**src/rtl/dispatch_ctrl_pkg.sv**
```systemverilog
// dispatch_ctrl_pkg: shared backend defines for the dispatch controller
// Holds the fetch width, the default post-redirect blackout length and the
// dispatch controller state type.
package dispatch_ctrl_pkg;
  localparam int FETCH_WIDTH = 4;
  localparam int HOLD_CYCLES_DEF = 2;
  typedef enum logic [1:0] {RUN, STALL, RECOVER, SERIAL} dis_ctrl_state_e;
endpackage

```
**src/rtl/dis_ctrl_counter.sv**
```systemverilog
// dis_ctrl_counter: event counter that either saturates at all-ones or wraps
// Ports: clk, rst (sync, active-high), inc (count this cycle), count (value).
// SAT=1 saturates, SAT=0 wraps.
module dis_ctrl_counter #(
  parameter int WIDTH = 32,
  parameter bit SAT = 1'b1
) (
  input  logic             clk,
  input  logic             rst,
  input  logic             inc,
  output logic [WIDTH-1:0] count
);
  logic [WIDTH-1:0] count_q, count_d;
  always_comb count_d = (inc && !(SAT && &count_q)) ? count_q + 1'b1 : count_q;
  always_ff @(posedge clk) begin
    if (rst) count_q <= '0;
    else count_q <= count_d;
  end
  assign count = count_q;
endmodule

```
**src/rtl/dispatch_ctrl.sv**
```systemverilog
// dispatch_ctrl: dispatch stall / redirect-recovery / serialization controller
// Ports: clk, rst (sync, active-high); rename_en, serial_req per fetch slot;
// q_full per dispatch queue; redirect, serial_done pulses; outputs dis_full,
// recovering, stall_cycles (saturating), redirect_cnt (wrapping, 16 bits).
// Macro DISPATCH_CTRL_SERIAL_EN compiles in the SERIAL state.
module dispatch_ctrl
  import dispatch_ctrl_pkg::*;
#(
  parameter int NQ = 4,
  parameter int HOLD_CYCLES = HOLD_CYCLES_DEF,
  parameter int CNT_WIDTH = 32
) (
  input  logic                   clk,
  input  logic                   rst,
  input  logic [FETCH_WIDTH-1:0] rename_en,
  input  logic [NQ-1:0]          q_full,
  input  logic                   redirect,
  input  logic [FETCH_WIDTH-1:0] serial_req,
  input  logic                   serial_done,
  output logic                   dis_full,
  output logic                   recovering,
  output logic [CNT_WIDTH-1:0]   stall_cycles,
  output logic [15:0]            redirect_cnt
);
  localparam logic [3:0] HOLD_M1 = 4'(HOLD_CYCLES - 1);
  dis_ctrl_state_e state_q, state_d;
  logic [3:0] hold_q, hold_d;
  logic stall_req;
`ifndef DISPATCH_CTRL_SERIAL_EN
  logic unused_serial;
  assign unused_serial = ^{serial_req, serial_done};
`endif
  assign stall_req = |q_full & |rename_en;
  always_comb begin
    state_d = state_q;
    hold_d = hold_q;
    dis_full = 1'b0;
    recovering = 1'b0;
    if (!rst) begin
      dis_full = (state_q == RUN) ? stall_req : 1'b1;
      recovering = state_q == RECOVER;
    end
    if (redirect) begin
      state_d = RECOVER;
      hold_d = HOLD_M1;
    end else if (state_q == RECOVER) begin
      state_d = (hold_q == 4'd0) ? RUN : RECOVER;
      hold_d = (hold_q == 4'd0) ? 4'd0 : hold_q - 4'd1;
    end
`ifdef DISPATCH_CTRL_SERIAL_EN
    else if (state_q == SERIAL) state_d = serial_done ? RUN : SERIAL;
    else if (state_q == STALL) state_d = |q_full ? STALL : RUN;
    else state_d = stall_req ? STALL : (|(rename_en & serial_req) ? SERIAL : RUN);
`else
    else if (state_q == STALL) state_d = |q_full ? STALL : RUN;
    else state_d = stall_req ? STALL : RUN;
`endif
  end
  always_ff @(posedge clk) begin
    if (rst) begin
      state_q <= RUN;
      hold_q <= 4'd0;
    end else begin
      state_q <= state_d;
      hold_q <= hold_d;
    end
  end
  dis_ctrl_counter #(.WIDTH(CNT_WIDTH), .SAT(1'b1)) u_stall_cnt (
    .clk(clk), .rst(rst), .inc(dis_full), .count(stall_cycles)
  );
  dis_ctrl_counter #(.WIDTH(16), .SAT(1'b0)) u_redirect_cnt (
    .clk(clk), .rst(rst), .inc(redirect), .count(redirect_cnt)
  );
endmodule

```
**config.mk**
```make
export PLATFORM = sky130hd
export DESIGN_NAME = dispatch_ctrl
export DESIGN_NICKNAME = d
export VERILOG_FILES = /design/src/rtl/dispatch_ctrl_pkg.sv /design/src/rtl/dis_ctrl_counter.sv /design/src/rtl/dispatch_ctrl.sv
export SDC_FILE = /design/constraint.sdc
export NUM_CORES = 1
export LEC_CHECK = 0
export CAP_MARGIN = 30
export CORE_MARGIN = 3
export CORE_UTILIZATION = 50
export DETAILED_ROUTE_END_ITERATION = 16
export HOLD_SLACK_MARGIN = 0.05
export MAX_ROUTING_LAYER = met4
export PLACE_DENSITY = 0.8
export SYNTH_ARGS = -nofsm -noshare
export SYNTH_HDL_FRONTEND = slang
export SYNTH_HIERARCHICAL = 1
export SYNTH_SLANG_ARGS = --single-unit
```
**constraint.sdc**
```tcl
create_clock -name clk -period 4.54 [get_ports clk]
set_clock_uncertainty 0.15 [all_clocks]
set_input_delay 0.908 -clock clk [delete_from_list [all_inputs] [get_ports clk]]
set_output_delay 0.908 -clock clk [all_outputs]
set_load 0.02 [all_outputs]
```
==> results by stage, run 1 <==
CTS:
- The number of buffers between clock root and the deepest sink is 2.
- The root buffer cell is clkbuf_8.
- The clock drives 54 sinks.
- The clock slew at the register clock pins of the worst setup and hold paths is 0.09 ns.
- Counting the buffers created by CTS gives 5.
- Clock latency on the worst-skew pair, taken at its later pin, is slightly above 0.3 ns.
- The hold buffer count at cts is 0.
- The number of levels in the clock H-tree is 2.
- The number of cells upsized or downsized after cts is 0.
- TritonCTS built the clock tree.
- The setup fix buffers added after clock tree synthesis is 0.

Global routing:
- The number of antenna violations at the first check in global routing came to 0.
- The total routing usage reported by global routing is 0.210.
- The via count of the first global-routing pass is 2373.
- In this run the most used layer during global routing was met2.
- The aggregate global routing overflow is 0.
- Entering global routing, the biggest net connects 56 pins.
- The met1 capacity usage during global routing is 0.257.
- The global-route wire length before repair is approximately 11 mm.
- The met2 demand-to-capacity share in global routing is 0.357.
- In the global route stage, met3 resource usage came out at 0.0336.

Power:
- Across the VDD grid, the largest voltage drop is 0.149 mV.
- The internal power of the cells is 629 uW.
- Summed over all cells, the static leakage comes to about 0.0011 uW.
- The share of total power dissipated in the clock network is 0.337.
- The sequential share of power is 0.595.
- The design draws between 800 and 900 uW.
- The power density over the cells is 233 nW/um^2.
- The share of total power dissipated in combinational logic is 0.068.
- The switching share of total power is 0.233.
- The power dissipated by switching net loads is about 190 uW.

Synthesis:
- The cell taking the most area after synthesis is dfxtp_1.
- The fraction of synthesized cell area in xor and xnor cells is 0.0726.
- The portion of synthesized cell area occupied by the leading cell type is 0.390.
- After synthesis, the share of flip-flops with an asynchronous set or reset is 0.
- The number of warning messages in the yosys log is 6.
- After synthesis, the largest family of logic cells by area is simple AND/OR/NAND/NOR gates.
- Of the total synthesized cell area, the portion taken by AND, OR, NAND and NOR gates is 0.326.
- Synthesis produced around 300 cells.
- In this run the cell area of the synthesized design comes to 2770 sq um.
- Measured against the total synthesized area, the mux share comes to 0.0117.
- The primary flip-flop cell chosen by synthesis mapping is dfxtp_1.
- The adder-cell share of the synthesized area is 0.00902.
- Yosys attributes the largest share of cell area to dfxtp_1 39%, a21oi_1 5.2%, xnor2_1 4.7%.
- The compound-cell area share of the yosys netlist came to 0.160.
- Each instance of the synthesized netlist takes up on average approximately 9 sq um.
- The number of flops mapped to enable cells by yosys is 0.
- The count of distinct cell types in the synthesized netlist is 51.
- The number of nets in the synthesized netlist is between 300 and 400.
- Of the synthesized area, sequential elements account for 0.390.
- The synthesized design contains 54 register bits.

Critical path:
- The type of destination of the critical path is an output port.
- The count of buffer and inverter cells on the critical path is 2.
- Broken down by cell family, the worst path's largest delay share belongs to buffers and inverters.
- The setup path with the least slack is of type input port to output port.
- The worst path required time is roughly 3.5 ns.
- The standard cell with the maximum stage delay on the critical path is clkdlybuf4s50_1.
- Traced cell by cell, the critical path runs through clkdlybuf4s50_1, or4_1, o41ai_1, a21oi_1, clkdlybuf4s50_1.
- In this design, the stage delay of the slowest critical-path cell is slightly below 0.6 ns.
- The worst setup path is launched from an input port.
- The critical path's most frequent cell is clkdlybuf4s50_1.
- Along the worst path, the maximum fanout reaches 2.
- At the worst endpoint, the arrival time is between 2 and 3 ns.

Timing:
- The time the worst path needs with I/O delays and setup is ~3.8 ns.
- The number of endpoints failing setup at the final stage is 0.
- Dividing the final minimum period by the clock period gives 0.829.
- Setup repair after global routing left no endpoint under its margin.
- The final hold violation count is 0.
- The peak clock frequency supported by timing is 0.266 GHz.
- The final max-slew violation count is 0.
- For the final routed database, the setup TNS stands at 0 ns.
- Across all setup checks in the final design, the least slack found is approximately 0.77 ns.
- The worst max-slew margin expressed relative to the limit is 0.588.
- At the pin with the least slew margin, the transition time is 0.614 ns.

Floorplan:
- The I/O pin count is 66.
- The effective utilization at floorplan is 0.530.
- The x dimension of the die is 80.5 um.
- The number of standard-cell rows in the floorplan is 26.
- The total die area is between 6000 and 7000 sq um.
- Measured along the y axis, the die boundary spans 80.5 um.
- The standard cell core area is 5240 sq um.

Final layout:
- The area taken by flip-flops and latches is between 1000 and 1500 sq um.
- The layout has approximately 440 filler cells.
- Relative to the synthesized area, the layout overhead comes to 26.6%.
- The count of antenna diodes in the layout is 0.
- In the final design database the tool counted roughly 390 nets.
- Once layout is complete, the utilization of the core stands at 0.671.
- The layout cell share with drive strength beyond 1 is 0.101.
- The footprint of the multi-input gates is approximately 1600 sq um.

Routing:
- The number of nets still failing antenna checks after routing is 0.
- Wires add up to 6.20 mm.
- After detailed routing, the number of vias per cell comes to between 5 and 6.
- Dividing the detail-routed wire length by the instance count gives 14.2 um.
- The detailed router placed between 2k and 2.5k vias in this run.
- In this run, the number of DRC markers left after iteration 0 of detailed routing was around 150.
- The remaining design rule violation count is 0.
- The number of search-and-repair iterations in the first detailed-routing pass is 4.

Place:
- At the placement stage, the worst setup path has a slack of ~0.76 ns.
- Port buffering added 60 buffers.
- The post-detailed-placement half-perimeter wirelength is around 4.3 mm.
- The placer's final routability congestion estimate is approximately 0.78.

Hold path:
- The class of the tightest hold or removal check is flip-flop to flip-flop.

Run status:
- The flow ran to the end, and the final reports show no timing, DRC or antenna violations.

Run:
- Across the run, the number of max-cap violations was 0.
## worst reg2reg max path, delay by kind of cell (launching register included)
| family | cells | cell delay, ns |
|---|---|---|
| buf+inv | 1 | 0.28 |
| compound gates | 2 | 0.63 |
| flops | 1 | 0.41 |
| simple gates | 3 | 0.87 |
## final cells by class
cell class,count,share of cell area
repair buffers,63,0.176
flip-flops and latches,54,0.308
clock inverters,1,0.00143
well taps,70,0.0249
inverters,6,0.00641
multi-input cells,237,0.459
clock buffers,7,0.0246
## synth_stat cells, types with 2 or more instances
master    instances
dfxtp_1          54
nand4_2           2
nor4b_2           3
and3_1            5
nor3_1            6
or4_1             5
a21oi_1          29
and2_1            3
nand2_1          17
nor2b_1           2
buf_6             2
xor2_1            8
nand4_1           6
mux2_2            2
a211oi_1          4
o21ai_1          10
o31ai_1           5
o21ai_0           8
nor2_1           34
xnor2_1          15
or2_2             2
and4_1            7
buf_2             3
nor4_1            6
ha_1              2
clkbuf_1          7
or3_1            18
nand4_4           3
inv_1             6
o41ai_1           2
nand3_1          13
## logic make-up (layout without fill, tap and decap cells)
group | Yosys count | in the layout
AO/OA/AOI/OAI | 65 | 65
buffers and inverters | 18 | 77
AND/OR/NAND/NOR | 144 | 144
flip-flops | 54 | 54
XOR/XNOR | 23 | 23
adder cells (fa/ha/maj) | 2 | 2
multiplexers | 3 | 3
## power by group through the flow
stage	Clock, uW	Combinational, uW	Sequential (uW)
floorplan	0	24.1	502
global placement	0	54.7	498
detailed placement	0	55.7	499
CTS	284	56.1	488
global route	301	61.0	489
finish	276	55.4	487
## worst paths after layout
kind	start	endpoint	slack (ns)	cells after the start
worst max-delay path	rename_en[1]	dis_full	0.77	5
worst min-delay path	u_redirect_cnt/count[13]$_SDFFE_PP0P_	u_redirect_cnt/count[13]$_SDFFE_PP0P_	0.35	2
worst max register to register	u_stall_cnt/count[5]$_SDFFE_PP0P_	u_stall_cnt/count[15]$_SDFFE_PP0P_	2.07	6
worst min register to register	u_redirect_cnt/count[13]$_SDFFE_PP0P_	u_redirect_cnt/count[13]$_SDFFE_PP0P_	0.35	2
## layer usage
layer | wire [um] | vias up
met1 | 2860 | 1193
met2 | 3080 | 41
met5 | 0 | -
met4 | 74 | 0
met3 | 186 | 5
li1 | - | 1251
## per-stage QoR
stage | std cells | area [sq um] | hold WS [ns]
detailed placement | 430 | 3420 | 0.337
CTS | 438 | 3510 | 0.348
floorplan | 309 | 2770 | 0.326
global placement | 429 | 3410 | 0.327
finish | 438 | 3510 | 0.346
global route | 438 | 3510 | 0.373
## flip-flops by register name, indices dropped and copies added, names as in the netlist
| register | count |
|---|---|
| u_redirect_cnt/count | 16 |
| state_q | 2 |
| hold_q | 4 |
| u_stall_cnt/count | 32 |
## layout by cell type (no fill, tap or decap), types with 4 or more instances in the layout
cell type,netlist,layout
xor2_1,8,8
nor3_1,6,6
a211oi_1,4,4
o31ai_1,5,4
inv_1,6,6
and4_1,7,7
xnor2_1,15,15
dfxtp_1,54,54
nand3_1,13,13
clkbuf_8,0,6
o21ai_1,10,10
nand4_1,6,6
nor2_1,34,34
nand2_1,17,17
clkdlybuf4s50_1,0,59
and3_1,5,5
or3_1,18,18
o21ai_0,8,8
nor4_1,6,6
a21oi_1,29,29
or4_1,5,5
(Power assumes the default switching activity.)
==> run 2: changes to the inputs <==
Settings changed: CORE_UTILIZATION 50 to 45, PLACE_DENSITY 0.8 to 0.76.
Clock period 4.54 ns to 3.2 ns, I/O delays scaled along.
==> run 2 against run 1 <==
  * Hold slack improved by 0.0045 ns
  * Flip-flop and latch count unchanged
  * Global-route usage decreased by 3.1 points
  * Cell area increased by 1.4%
  * Critical path depth unchanged
==> results by stage, run 2 (synthesis gave the netlist of run 1 again) <==
Timing:
- Unrepaired setup endpoints after global routing: no (unchanged).
- The aggregate negative setup slack is 0 ns (unchanged).
- After layout, the minimum clock period comes to 3.00 ns.
- The final max-slew violation count is 0 (unchanged).
- Based on the critical path, the design can be clocked at up to around 0.33 GHz.
- The number of endpoints failing setup at the final stage was 0 (unchanged).
- The actual transition at the worst max-transition pin is 0.542 ns (was 0.614 ns).
- The worst max-slew margin expressed relative to the limit was 0.637 (was 0.588).
- Dividing the final minimum period by the clock period gives 0.937.
- The final hold violation count came to 0 (unchanged).

Hold path:
- The instance count along the most critical hold path came to 2 (unchanged).
- The class of the tightest hold or removal check was flip-flop to flip-flop (unchanged).
- The critical hold path startpoint was u_redirect_cnt/count[13]$_SDFFE_PP0P_ (unchanged).

Floorplan:
- The I/O pin count is 66 (unchanged).
- The standard cell core area was 5740 sq um (was 5240 sq um).
- The effective utilization at floorplan is 0.483 (was 0.530).
- The floorplan die height is 84.5 um (was 80.5 um).
- The x dimension of the die is 84.5 um (was 80.5 um).
- The number of standard-cell rows in the floorplan was 27 (was 26).
- The total die area came to 7140 sq um (was 6480 sq um).

Global routing:
- The aggregate global routing overflow is 0 (unchanged).
- The global-route wire length before repair is 10.7 mm (unchanged).
- The pin count of the biggest net entering global routing is 55 (was 56).
- The number of antenna violations at the first check in global routing is 0 (unchanged).
- The via count of the first global-routing pass is 2314 (was 2373).
- The total routing usage reported by global routing is 0.179 (was 0.210).

Final layout:
- The post-route core utilization is 0.620 (was 0.671).
- The area taken by flip-flops and latches is 1080 sq um (unchanged).
- The final-layout fill cell count was 530 (was 437).
- Most used cells in the layout excluding fill and tap cells: 58 x clkdlybuf4s50_1, 54 x dfxtp_1, 34 x nor2_1 (was 59 x clkdlybuf4s50_1, 54 x dfxtp_1, 34 x nor2_1).
- The footprint of the multi-input gates is 1610 sq um (unchanged).
- The count of antenna diodes in the layout is 0 (unchanged).
- The total number of nets in the final design was 387 (was 385).
- The flip-flop count of the largest register, all copies and words added was 32 (unchanged).
- The most common library cell in the layout ignoring fill and taps was clkdlybuf4s50_1 (unchanged).
- The layout overhead on the synthesized area is 28.4% (was 26.6%).
- The layout cell share with drive strength beyond 1 is 0.106 (was 0.101).

Place:
- The quantity of I/O buffers inserted on ports is 60 (unchanged).
- The post-detailed-placement half-perimeter wirelength is 4.35 mm (was 4.32 mm).
- The placer's final routability congestion estimate is 0.749 (was 0.776).

CTS:
- The clock slew at the register clock pins of the worst setup and hold paths came to 0.09 ns (about the same).
- The number of buffers between clock root and the deepest sink was 2 (unchanged).
- The root buffer cell is clkbuf_8 (unchanged).
- The CTS tree was built (unchanged).
- The setup fix buffers added after clock tree synthesis came to 0 (unchanged).
- The TritonCTS buffer count is 5 (unchanged).
- The number of cells upsized or downsized after cts is 1 (was 0).
- The hold buffer count at cts is 0 (unchanged).
- The count of clock tree sinks came to 54 (unchanged).
- The clock latency of the later-clocked register in the worst-skew pair is 0.30 ns (was 0.31 ns).
- The number of levels in the clock H-tree came to 2 (unchanged).

Critical path:
- The type of destination of the critical path is an output port (unchanged).
- The critical path startpoint category is an input port (unchanged).
- The startpoint-to-endpoint class of the critical path is input port to output port (unchanged).
- The worst-case reg-to-reg path depth is 8 (was 6).
- The critical path launch point was rename_en[1] (unchanged).
- The arrival time at the worst endpoint is 2.21 ns (was 2.71 ns).
- The maximum fanout along the worst path was 2 (unchanged).
- The worst path required time is 2.41 ns (was 3.48 ns).
- The critical register-to-register path startpoint was state_q[1]$_SDFF_PP0_ (was u_stall_cnt/count[5]$_SDFFE_PP0P_).

Routing:
- The detailed-route wire length on metal 1 is 2.91 mm (was 2.86 mm).
- The post-detailed-route via-to-cell ratio is 5.54 (was 5.68).
- The via total after detailed routing was 2442 (was 2490).
- The number of search-and-repair iterations in the first detailed-routing pass is 4 (unchanged).
- The number of nets still failing antenna checks after routing was 0 (unchanged).
- The routed wire length is 6.05 mm (was 6.20 mm).
- The number of DRC violations after detailed-routing iteration 0 is 101 (was 154).
- The total length of routed met2 wires is 2.92 mm (was 3.08 mm).
- The uppermost signal routing layer after detailed routing is met4 (unchanged).
- The remaining design rule violation count came to 0 (unchanged).
- The wire length on met3 was 181 um (was 186 um).
- The detailed-route wire length per cell is 13.7 um (was 14.2 um).

Run:
- The max-cap check violation count is 0 (unchanged).

Run status:
- Result of the run: finished clean (unchanged).

Power:
- The largest vdd supply drop was 0.315 mV (was 0.149 mV).
- The power density over the cells is 346 nW/um^2 (was 233 nW/um^2).
- The cell leakage power is 0.00115 uW (was 0.00112 uW).
- The total power was 1230 uW (was 819 uW).
[run 2: per-stage QoR]
step	hold slack (ns)	cells	setup WS, ns	instance area, sq um
final	0.350	441	0.202	3560
after global placement	0.329	434	-0.0367	3450
after floorplan	0.326	309	0.294	2770
after global routing	0.377	441	0.154	3560
after detailed placement	0.339	434	-0.0393	3450
after CTS	0.352	441	0.180	3560
[run 2: layout make-up]
| type | instances | share of cell area |
|---|---|---|
| multi-input combinational | 237 | 0.452 |
| sequential | 54 | 0.303 |
| timing repair buffer | 65 | 0.181 |
| tap | 72 | 0.0253 |
| clock buffer | 6 | 0.0232 |
| clock inverter | 1 | 0.00843 |
| inverter | 6 | 0.00632 |
[run 2: routing by layer]
metal | vias to the layer above | global-route usage
li1 | 1261 | -
met1 | 1139 | 0.227
met2 | 38 | 0.300
met3 | 4 | 0.0285
met4 | 0 | 0.0432
met5 | - | -
[run 2: worst max-delay path, cell delays in order]
cell	delay, ns
clkdlybuf4s50_1	0.39
or4_1	0.54
o41ai_1	0.09
a21oi_1	0.19
dlygate4sd2_1	0.36
[run 2: report_power, final]
part / switching (uW) / leakage [uW] / internal [uW]
logic: 41.2 / 0.000652 / 36.7
registers: 11.8 / 0.000436 / 680
clock network: 211 / 0.0000573 / 251
total: 264 / 0.00115 / 967
[run 2: worst paths after layout]
check	end	slack [ns]
setup / recovery	dis_full	0.20
hold / removal	u_redirect_cnt/count[13]$_SDFFE_PP0P_	0.35
setup reg to reg	u_stall_cnt/count[26]$_SDFFE_PP0P_	0.85
hold reg to reg	u_redirect_cnt/count[13]$_SDFFE_PP0P_	0.35
